--- config.mk ---
export PLATFORM = sky130hd
export DESIGN_NAME = blink_scheduler
export DESIGN_NICKNAME = d
export VERILOG_FILES = /design/src/rtl/blink_pkg.sv /design/src/rtl/button_debounce.sv /design/src/rtl/blink_scheduler.sv
export SDC_FILE = /design/constraint.sdc
export NUM_CORES = 1
export LEC_CHECK = 0
export CORE_ASPECT_RATIO = 1.4
export CORE_MARGIN = 1.5
export CORE_UTILIZATION = 42
export DETAILED_ROUTE_END_ITERATION = 8
export PLACE_DENSITY = 0.66
export SETUP_SLACK_MARGIN = 0.3
export SYNTH_ARGS = -nofsm -noshare
export SYNTH_HDL_FRONTEND = slang
export SYNTH_SLANG_ARGS = --single-unit
--- constraint.sdc ---
create_clock -name clk -period 2.8 [get_ports clk]
set_input_delay 0.28 -clock clk [delete_from_list [all_inputs] [get_ports clk]]
set_output_delay 0.28 -clock clk [all_outputs]
set_load 0.05 [all_outputs]
--- src/rtl/blink_pkg.sv ---
// Shared types and default constants for the LED blink scheduler.
// BLINK_GRAY_EN selects a Gray-coded LED pattern; binary otherwise.
package blink_pkg;

  typedef enum logic [1:0] {StArm, StStop, StRun, StPause} state_e;

  typedef logic [1:0] speed_t;

  localparam int unsigned WaitTimeDefault       = 13500000;
  localparam int unsigned DebounceCyclesDefault = 270000;
  localparam int unsigned LongPressDefault      = 27000000;

  function automatic logic [2:0] step_pattern(input logic [2:0] count);
`ifdef BLINK_GRAY_EN
    return count ^ (count >> 1);
`else
    return count;
`endif
  endfunction

endpackage

--- src/rtl/button_debounce.sv ---
// Two-flop synchronizer plus stability debounce for an active-low button.
// Output is the accepted (debounced) level only.
module button_debounce
  import blink_pkg::*;
#(
  parameter int unsigned DEBOUNCE_CYCLES = DebounceCyclesDefault
) (
  input  logic clk,
  input  logic rst_n,
  input  logic button_i,
  output logic level_o
);

  localparam int unsigned   CntW   = (DEBOUNCE_CYCLES > 1) ? $clog2(DEBOUNCE_CYCLES) : 1;
  localparam logic [CntW-1:0] CntMax = CntW'(DEBOUNCE_CYCLES - 1);

  logic            sync1_q, sync2_q;
  logic            level_q, level_d;
  logic [CntW-1:0] cnt_q, cnt_d;

  // Any cycle agreeing with the accepted level restarts the window.
  always_comb begin
    level_d = level_q;
    cnt_d   = '0;
    if (sync2_q != level_q) begin
      if (cnt_q == CntMax) begin
        level_d = sync2_q;
      end else begin
        cnt_d = cnt_q + 1'b1;
      end
    end
  end

  always_ff @(posedge clk or negedge rst_n) begin
    if (!rst_n) begin
      sync1_q <= 1'b1;
      sync2_q <= 1'b1;
      level_q <= 1'b1;
      cnt_q   <= '0;
    end else begin
      sync1_q <= button_i;
      sync2_q <= sync1_q;
      level_q <= level_d;
      cnt_q   <= cnt_d;
    end
  end

  assign level_o = level_q;

endmodule

--- src/rtl/blink_scheduler.sv ---
// Button-driven LED step scheduler: short/long press classification and a RUN/PAUSE/STOP FSM.
// Define BLINK_GRAY_EN for a Gray-coded LED pattern (see blink_pkg::step_pattern).
module blink_scheduler
  import blink_pkg::*;
#(
  parameter int unsigned WAIT_TIME       = WaitTimeDefault,
  parameter int unsigned DEBOUNCE_CYCLES = DebounceCyclesDefault,
  parameter int unsigned LONG_PRESS      = LongPressDefault
) (
  input  logic       clk,
  input  logic       rst_n,
  input  logic       bbutton,
  output logic [2:0] led,
  output logic       running
);

  localparam int unsigned TickW = $clog2(WAIT_TIME + 1);
  localparam int unsigned DurW  = $clog2(LONG_PRESS + 1);
  // Covers synchronizer latency plus a full debounce window, so a button
  // held through reset is seen low before ARM can leave.
  localparam int unsigned    ArmSettle = DEBOUNCE_CYCLES + 3;
  localparam int unsigned    ArmW      = $clog2(ArmSettle + 1);
  localparam logic [DurW-1:0] DurMax   = DurW'(LONG_PRESS);
  localparam logic [ArmW-1:0] ArmMax   = ArmW'(ArmSettle - 1);

  logic             db_level, db_prev_q;
  logic             press_start, press_end, long_evt, short_evt;
  logic             press_active_q, press_active_d, long_fired_q, long_fired_d;
  logic [DurW-1:0]  dur_q, dur_d;
  logic [ArmW-1:0]  arm_cnt_q, arm_cnt_d;
  state_e           state_q, state_d;
  speed_t           speed_q, speed_d;
  logic [TickW-1:0] tick_q, tick_d, period_m1;
  logic [2:0]       count_q, count_d, led_q, led_d;

  button_debounce #(
    .DEBOUNCE_CYCLES(DEBOUNCE_CYCLES)
  ) u_debounce (
    .clk     (clk),
    .rst_n   (rst_n),
    .button_i(bbutton),
    .level_o (db_level)
  );

  assign press_start = db_prev_q & ~db_level;
  assign press_end   = ~db_prev_q & db_level;
  // Presses that begin in ARM never produce events.
  assign long_evt  = press_active_q & ~db_level & (dur_q == DurMax) & ~long_fired_q;
  assign short_evt = press_end & press_active_q & ~long_fired_q;
  assign period_m1 = TickW'(WAIT_TIME >> speed_q) - 1'b1;

  always_comb begin
    dur_d          = dur_q;
    press_active_d = press_active_q;
    long_fired_d   = long_fired_q;
    arm_cnt_d      = '0;
    if (db_level) begin
      dur_d = '0;
    end else if (dur_q != DurMax) begin
      dur_d = dur_q + 1'b1;
    end
    if (press_start) begin
      press_active_d = (state_q != StArm);
    end else if (press_end) begin
      press_active_d = 1'b0;
    end
    if (press_end) begin
      long_fired_d = 1'b0;
    end else if (long_evt) begin
      long_fired_d = 1'b1;
    end
    if (state_q == StArm && db_level) begin
      arm_cnt_d = (arm_cnt_q == ArmMax) ? arm_cnt_q : arm_cnt_q + 1'b1;
    end
  end

  always_comb begin
    state_d = state_q;
    unique case (state_q)
      StArm:   if (db_level && arm_cnt_q == ArmMax) state_d = StStop;
      StStop:  if (short_evt) state_d = StRun;
      StRun:   if (long_evt) state_d = StPause;
      StPause: begin
        if (short_evt)     state_d = StRun;
        else if (long_evt) state_d = StStop;
      end
      default: state_d = StArm;
    endcase
  end

  always_comb begin
    speed_d = speed_q;
    tick_d  = tick_q;
    count_d = count_q;
    if (state_d == StStop && state_q != StStop) begin
      speed_d = '0;
      tick_d  = '0;
      count_d = '0;
    end else if (state_q == StRun) begin
      if (short_evt) begin
        speed_d = speed_q + 1'b1;
        tick_d  = '0;
      end else if (tick_q == period_m1) begin
        tick_d  = '0;
        count_d = count_q + 1'b1;
      end else begin
        tick_d = tick_q + 1'b1;
      end
    end
    led_d = ~step_pattern(count_q);
  end

  always_comb begin
    running = (state_q == StRun);
  end

  always_ff @(posedge clk or negedge rst_n) begin
    if (!rst_n) begin
      db_prev_q      <= 1'b1;
      dur_q          <= '0;
      press_active_q <= 1'b0;
      long_fired_q   <= 1'b0;
      arm_cnt_q      <= '0;
      state_q        <= StArm;
      speed_q        <= '0;
      tick_q         <= '0;
      count_q        <= '0;
      led_q          <= 3'b111;
    end else begin
      db_prev_q      <= db_level;
      dur_q          <= dur_d;
      press_active_q <= press_active_d;
      long_fired_q   <= long_fired_d;
      arm_cnt_q      <= arm_cnt_d;
      state_q        <= state_d;
      speed_q        <= speed_d;
      tick_q         <= tick_d;
      count_q        <= count_d;
      led_q          <= led_d;
    end
  end

  assign led = led_q;

endmodule
* Word level (Yosys, flattened, before mapping) *
Cells that the tools add are included.
W data, S select, Z words.

operators by class
  add/sub/neg operators = 7
  reduce and logical (&&, ||, !) cells = 14
  muxes and demuxes = 27
  equality and inequality tests = 13
  bitwise gates (word level) = 11
  shift-type cells = 1

operators with widths
  cell                     count
  $mux W24                 4
  $mux W19                 4
  $mux W25                 2
  $add A19 B1 Y19 const B  2
  $eq A19 B19 Y1 const B   2
  $add A25 B1 Y25 const B  1
  $eq A25 B25 Y1 const B   1
  $ne A25 B25 Y1 const B   1
  $add A24 B1 Y24 const B  1
  $eq A24 B24 Y1           1
  $shr A24 B2 Y24 const A  1
  $sub A24 B1 Y24 const B  1
  $mux W2                  8
  $reduce_bool A2 Y1       7
  $mux W3                  4
  $pmux W2 S4              1
  $and A1 B1 Y1            7
  $eq A2 B1 Y1 const B     2
  $eq A2 B2 Y1 const B     2
  $mux W1                  4
  $ne A2 B1 Y1 const B     2
  $reduce_and A2 Y1        2
  $add A3 B1 Y3 const B    1
  $logic_and A1 B1 Y1      3
  7 further kinds          9

word-level totals
  register bits = 103
  output and inout bits = 4
  word-level logic and storage cells = 87

* Longest topological paths before layout *
  depth after elaboration = 11
  depth in mapped cells = 9
  depth with buffers taken out = 8

* By module *
From an unflattened synthesis, not the netlist that was laid out.

unflattened totals
  cells, all modules = 595
  area total of the unflattened synthesis = 5,596.6 µm²

by module, submodules not included
  module           seq. area each (µm²)  instances  area each (µm²)  cells an instance
  blink_scheduler  2,031.9               1          4,543.1          493
  button_debounce  554.3                 1          1,053.5          102

* Worst setup path before layout *
Ideal clock, no wire load.

  path kind = register to register
  from = reg speed_q[1]
  to = reg tick_q[13]
  arrival = 2,413 ps
  cell stages (with the launch flop) = 9
  path slack = 257 ps
  period minus slack after synthesis = 2,543 ps
  buffers on the path = 1
  cell sequence = dfrtp_1 -> inv_1 -> ha_1 -> or4b_1 -> a2111oi_2 -> nand3_2 -> buf_2 -> a41oi_1 -> o31ai_1

between the ends
  longest elaborated chain between the ends = 7

ends and longest elaborated chain
  item                    line                    RTL
  from (decl)             blink_scheduler.sv:32   speed_t speed_q, speed_d;
  from (signal assigned)  blink_scheduler.sv:136  speed_q <= speed_d;
  $shr A24 B2 Y24         blink_scheduler.sv:50   assign period_m1 = TickW'(WAIT_TIME >> speed_q) - 1'b1;
  $sub A24 B1 Y24         blink_scheduler.sv:50
  $eq A24 B24 Y1          blink_scheduler.sv:103  end else if (tick_q == period_m1) begin
  $mux W24                blink_scheduler.sv:103
  $mux W24                blink_scheduler.sv:100  if (short_evt) begin
  $mux W24                blink_scheduler.sv:99   end else if (state_q == StRun) begin
  $mux W24                blink_scheduler.sv:95   if (state_d == StStop && state_q != StStop) begin
  to (signal assigned)    blink_scheduler.sv:137  tick_q <= tick_d;
  to (decl)               blink_scheduler.sv:33   logic [TickW-1:0] tick_q, tick_d, period_m1;

Every way passes these cells. The select of a mux whose other input is x is not followed.
A chain may end at the register's enable or synchronous reset.

* Final worst setup path *
  from = reg dur_q[3]
  to = reg tick_q[16]

between the ends
  longest elaborated chain between the ends = 9
  elaborated cells between the ends (all ways) = 11

ends and longest elaborated chain
  item                                                   line                    RTL
  from (decl)                                            blink_scheduler.sv:29   logic [DurW-1:0] dur_q, dur_d;
  from (signal assigned)                                 blink_scheduler.sv:131  dur_q <= dur_d;
  $eq A25 B25 Y1 *                                       blink_scheduler.sv:48   assign long_evt = press_active_q & ~db_level & (dur_q == DurMax) & ~long_fired_q;
  $and A1 B1 Y1 * (2 in a row)                           blink_scheduler.sv:48
  $mux W2                                                blink_scheduler.sv:85   else if (long_evt) state_d = StStop;
  $mux W2                                                blink_scheduler.sv:84   if (short_evt) state_d = StRun;
  $pmux W2 S4 *                                          blink_scheduler.sv:79   unique case (state_q)
  $eq A2 B1 Y1 *                                         blink_scheduler.sv:95
  $logic_and A1 B1 Y1 *                                  blink_scheduler.sv:95
  $mux W24 / $reduce_bool A2 Y1 (equally long branches)  --

Mark *: on every way between the ends. The rest lies on a longest branch, timed or not.

==> summary.md <==
| Metric | Value |
|---|---|
| Status | finished, final reports clean |
| Wire length per cell | ~15 um |
| Most frequent cells in the layout | dfrtp_1, nor2_1, nand2_1 |
| Post-Route Skew | around 0.0075 ns |
| Cell Area, Synth | about 0.0056 mm2 |
| Unique cell type count in the Yosys netlist | 58 |
| DP Area | 0.005888 mm2 |
| Number of synthesized flops with an enable pin | 0 |
| RSZ-0062 raised after global routing | yes |
| CTS tree | built |
| Layout area overhead | 16.86% |
| Crit path DAT | roughly 2.7 ns |
| CTS Sinks | 103 |
| PwrDens | 424.0 mW/mm2 |
| Post-Syn Instances | 594 |
| Layout cells sized above 1 | between 10% and 20% |
| Die Ht | about 140 um |
| Most common cell after layout, fill and taps aside | dfrtp_1 |
| Sequential Area | approximately 0.0026 mm2 |
| DR iter-0 viols | 283 |
| Clk slew on worst S/H paths | 0.07 ns |
| Actual slew at the worst max-slew pin | about 0.62 ns |
| Setup Crit Path Kind | reg2reg |
| Worst EP required | between 3 and 4 ns |
| DIE AREA | around 0.014 mm2 |
| H-tree depth | 3 |
| Seq/Total Area, Yosys | between 40% and 50% |
| Core area | approximately 0.013 mm2 |
| Total Routing Usage GR | 17.58% |
| Multi-input gate area | a little under 0.003 mm2 |
| Final WL | 12140 um |
| HPWL Detailed | between 7000 and 8000 um |
| Top_reg_cell synth | dfrtp_1 |
| Worst vdd ir | ~0.29 mV |
| CTS Buf Count | 9 |
| Syn avg cell area | between 9 and 10 um2 |
| First-pass GRT wire length | approximately 20000 um |
| CP endpoint kind | flip-flop |
| Routed vias | approximately 4.5k |
| Tcrit/Tclk final | between 80% and 90% |
| Seq cells post-synth | 103 |
| Maximum root-to-sink buffer count | 2 |
| Final slew viol count | 0 |
| Vias per cell | around 5.6 |
| Remaining DRCs | 0 |
| Port Buf Inserts | 6 |
| Overflow after GRT | 0 |
| Final Total Pwr | between 0.002 and 0.003 W |
| Initial Utilization | a little over two fifths |
| Max Fclk | a little over 0.4 GHz |
| Hold WS | roughly 0.34 ns |
| Synth warnings | 0 |
| Final Hold Violating Endpoints | 0 |
| RePlAce Congestion | 0.8114 |
| Mapped Nets | 612 |
| Crit path time final | 2.447 ns |
| Root buffer cell | clkbuf_16 |
| CP cell instances | nor4b_4, nand4_4, o41ai_4, buf_4, nand2_4, buf_4, or3_1, o211ai_1 |
| Leak pwr | around 2.6 nW |
| Crit path largest cell delay | roughly 0.44 ns |
| Critical Path Fanout Max | 7 |
| Most used cell, CP | buf_4 |
| Final instance area | 0.006521 mm2 |
| Clk_lat worst skew | 0.35 ns |
| Ys async rst share | 100.0% |
| Antenna viol nets, final | 0 |
| Die width | around 100 um |
| Row Count | 49 |
| Final Util | 50.41% |
| Worst slew margin | between 50% and 60% |
| Setup tns final | 0 ns |
| Min-delay worst type | in2reg |
| Antenna diodes | 0 |
| Final setup vio count | 0 |
| TritonRoute pass-1 iters | 7 |
| Max_cap viols | 0 |
| Fin nets | roughly 640 |
| Initial antenna violation count | 0 |
| Largest net degree at the start of global routing | 61 |
| Startpoint Class | flip-flop |
| Fillers | between 1k and 1.5k |
| Top Ports | 7 |
| Slowest cell on crit path | dfrtp_1 |
| Vias in the first global route | 4291 |
-- layout make-up --
type                       instances  area share [%]
clock buffer                      13           3.991
clock inverter                     3          0.3837
sequential                       103           39.66
inverter                          36           2.072
timing repair buffer              34           5.353
multi-input combinational        440           45.13
tap                              178           3.415
-- cell families (layout without fill, tap and decap cells) --
logic type | Yosys count | in the layout | synth area share, %
XOR/XNOR | 55 | 55 | 8.632
AND/OR/NAND/NOR | 274 | 275 | 26.44
flip-flops | 103 | 103 | 46.35
adder cells (fa/ha/maj) | 15 | 15 | 3.363
AO/OA/AOI/OAI | 95 | 95 | 11.50
buffers and inverters | 52 | 86 | 3.722
-- layer usage --
layer,GRT usage [%],wire length (um),up-vias
li1,-,-,2173
met1,22.26,5157,2229
met4,5.782,140,0
met3,2.109,314,10
met5,0,0,-
met2,30.86,6521,75
-- cell usage after synthesis (4+ instances only) --
library cell / n / share of area (%)
dfrtp_1: 96 / 43
nor2_1: 77 / 5.2
nand2_1: 47 / 3.2
nand3_1: 45 / 4.0
inv_1: 36 / 2.4
xor2_1: 32 / 5.0
xnor2_1: 23 / 3.6
nand4_1: 22 / 2.5
a21oi_1: 20 / 1.8
or3_1: 19 / 2.1
o21ai_0: 16 / 1.4
ha_1: 15 / 3.4
o22ai_1: 14 / 1.6
a31oi_1: 12 / 1.3
and3_1: 12 / 1.3
clkbuf_1: 9 / 0.61
nor3_1: 9 / 0.81
dfstp_2: 7 / 3.3
and4_1: 6 / 0.94
nand2b_1: 6 / 0.67
a32oi_1: 5 / 0.78
o211ai_1: 5 / 0.67
o21ai_1: 5 / 0.45
buf_2: 4 / 0.36
nor4bb_1: 4 / 0.72
o21a_1: 4 / 0.54
o31ai_1: 4 / 0.54
-- sequential cells by signal, indices dropped and copies added (netlist names), 2 cells and up --
signal and flops:
arm_cnt_q 19, led 3, dur_q 25, tick_q 24
state_q 2, count_q 3, speed_q 2, u_debounce.cnt_q 19
-- final timing paths --
kind                            slack, ns  cells after the start                         start                             end
worst max-delay path                 0.35                      8          dur_q[3]$_DFFE_PN0P_          tick_q[16]$_DFFE_PN0P_
worst min-delay path                 0.34                      1                       bbutton    u_debounce.sync1_q$_DFF_PN1_
worst max register to register       0.35                      8          dur_q[3]$_DFFE_PN0P_          tick_q[16]$_DFFE_PN0P_
worst min register to register       0.36                      0  u_debounce.sync1_q$_DFF_PN1_    u_debounce.sync2_q$_DFF_PN1_
max in group asynchronous            1.57                      3                         rst_n  u_debounce.level_o$_DFFE_PN1P_
min in group asynchronous            0.48                      2                         rst_n            dur_q[7]$_DFFE_PN0P_
-- repair_timing --
item                       in CTS  in global routing
hold buffers                    1                  0
hold endpoints to repair       40                  0
cloned                          1                  3
setup endpoints to repair      26                 27
resized for setup               9                 17
setup buffers                   7                  7
pin swaps                       3                 10
-- critical path: cells and delay by family (launching register included) --
| kind | cells | cell delay [ns] |
|---|---|---|
| buffers and inverters | 2 | 0.38 |
| AO/OA/AOI/OAI | 2 | 0.56 |
| AND/OR/NAND/NOR | 4 | 0.96 |
| flip-flops | 1 | 0.44 |
-- per-stage QoR --
step | worst slack, ns | instances
6_report | 0.3532 | 807
2_1_floorplan | 0.3073 | 594
3_5_place_dp | 0.1012 | 772
3_3_place_gp | 0.1564 | 772
4_1_cts | 0.3099 | 797
5_1_grt | 0.2521 | 807
-- report_power, final --
group	switching, W	internal [W]
sequential	0.00000379	0.00149
clock	0.000563	0.000658
combinational	0.0000365	0.0000104
No activity file was read; power rests on OpenSTA's default activity.
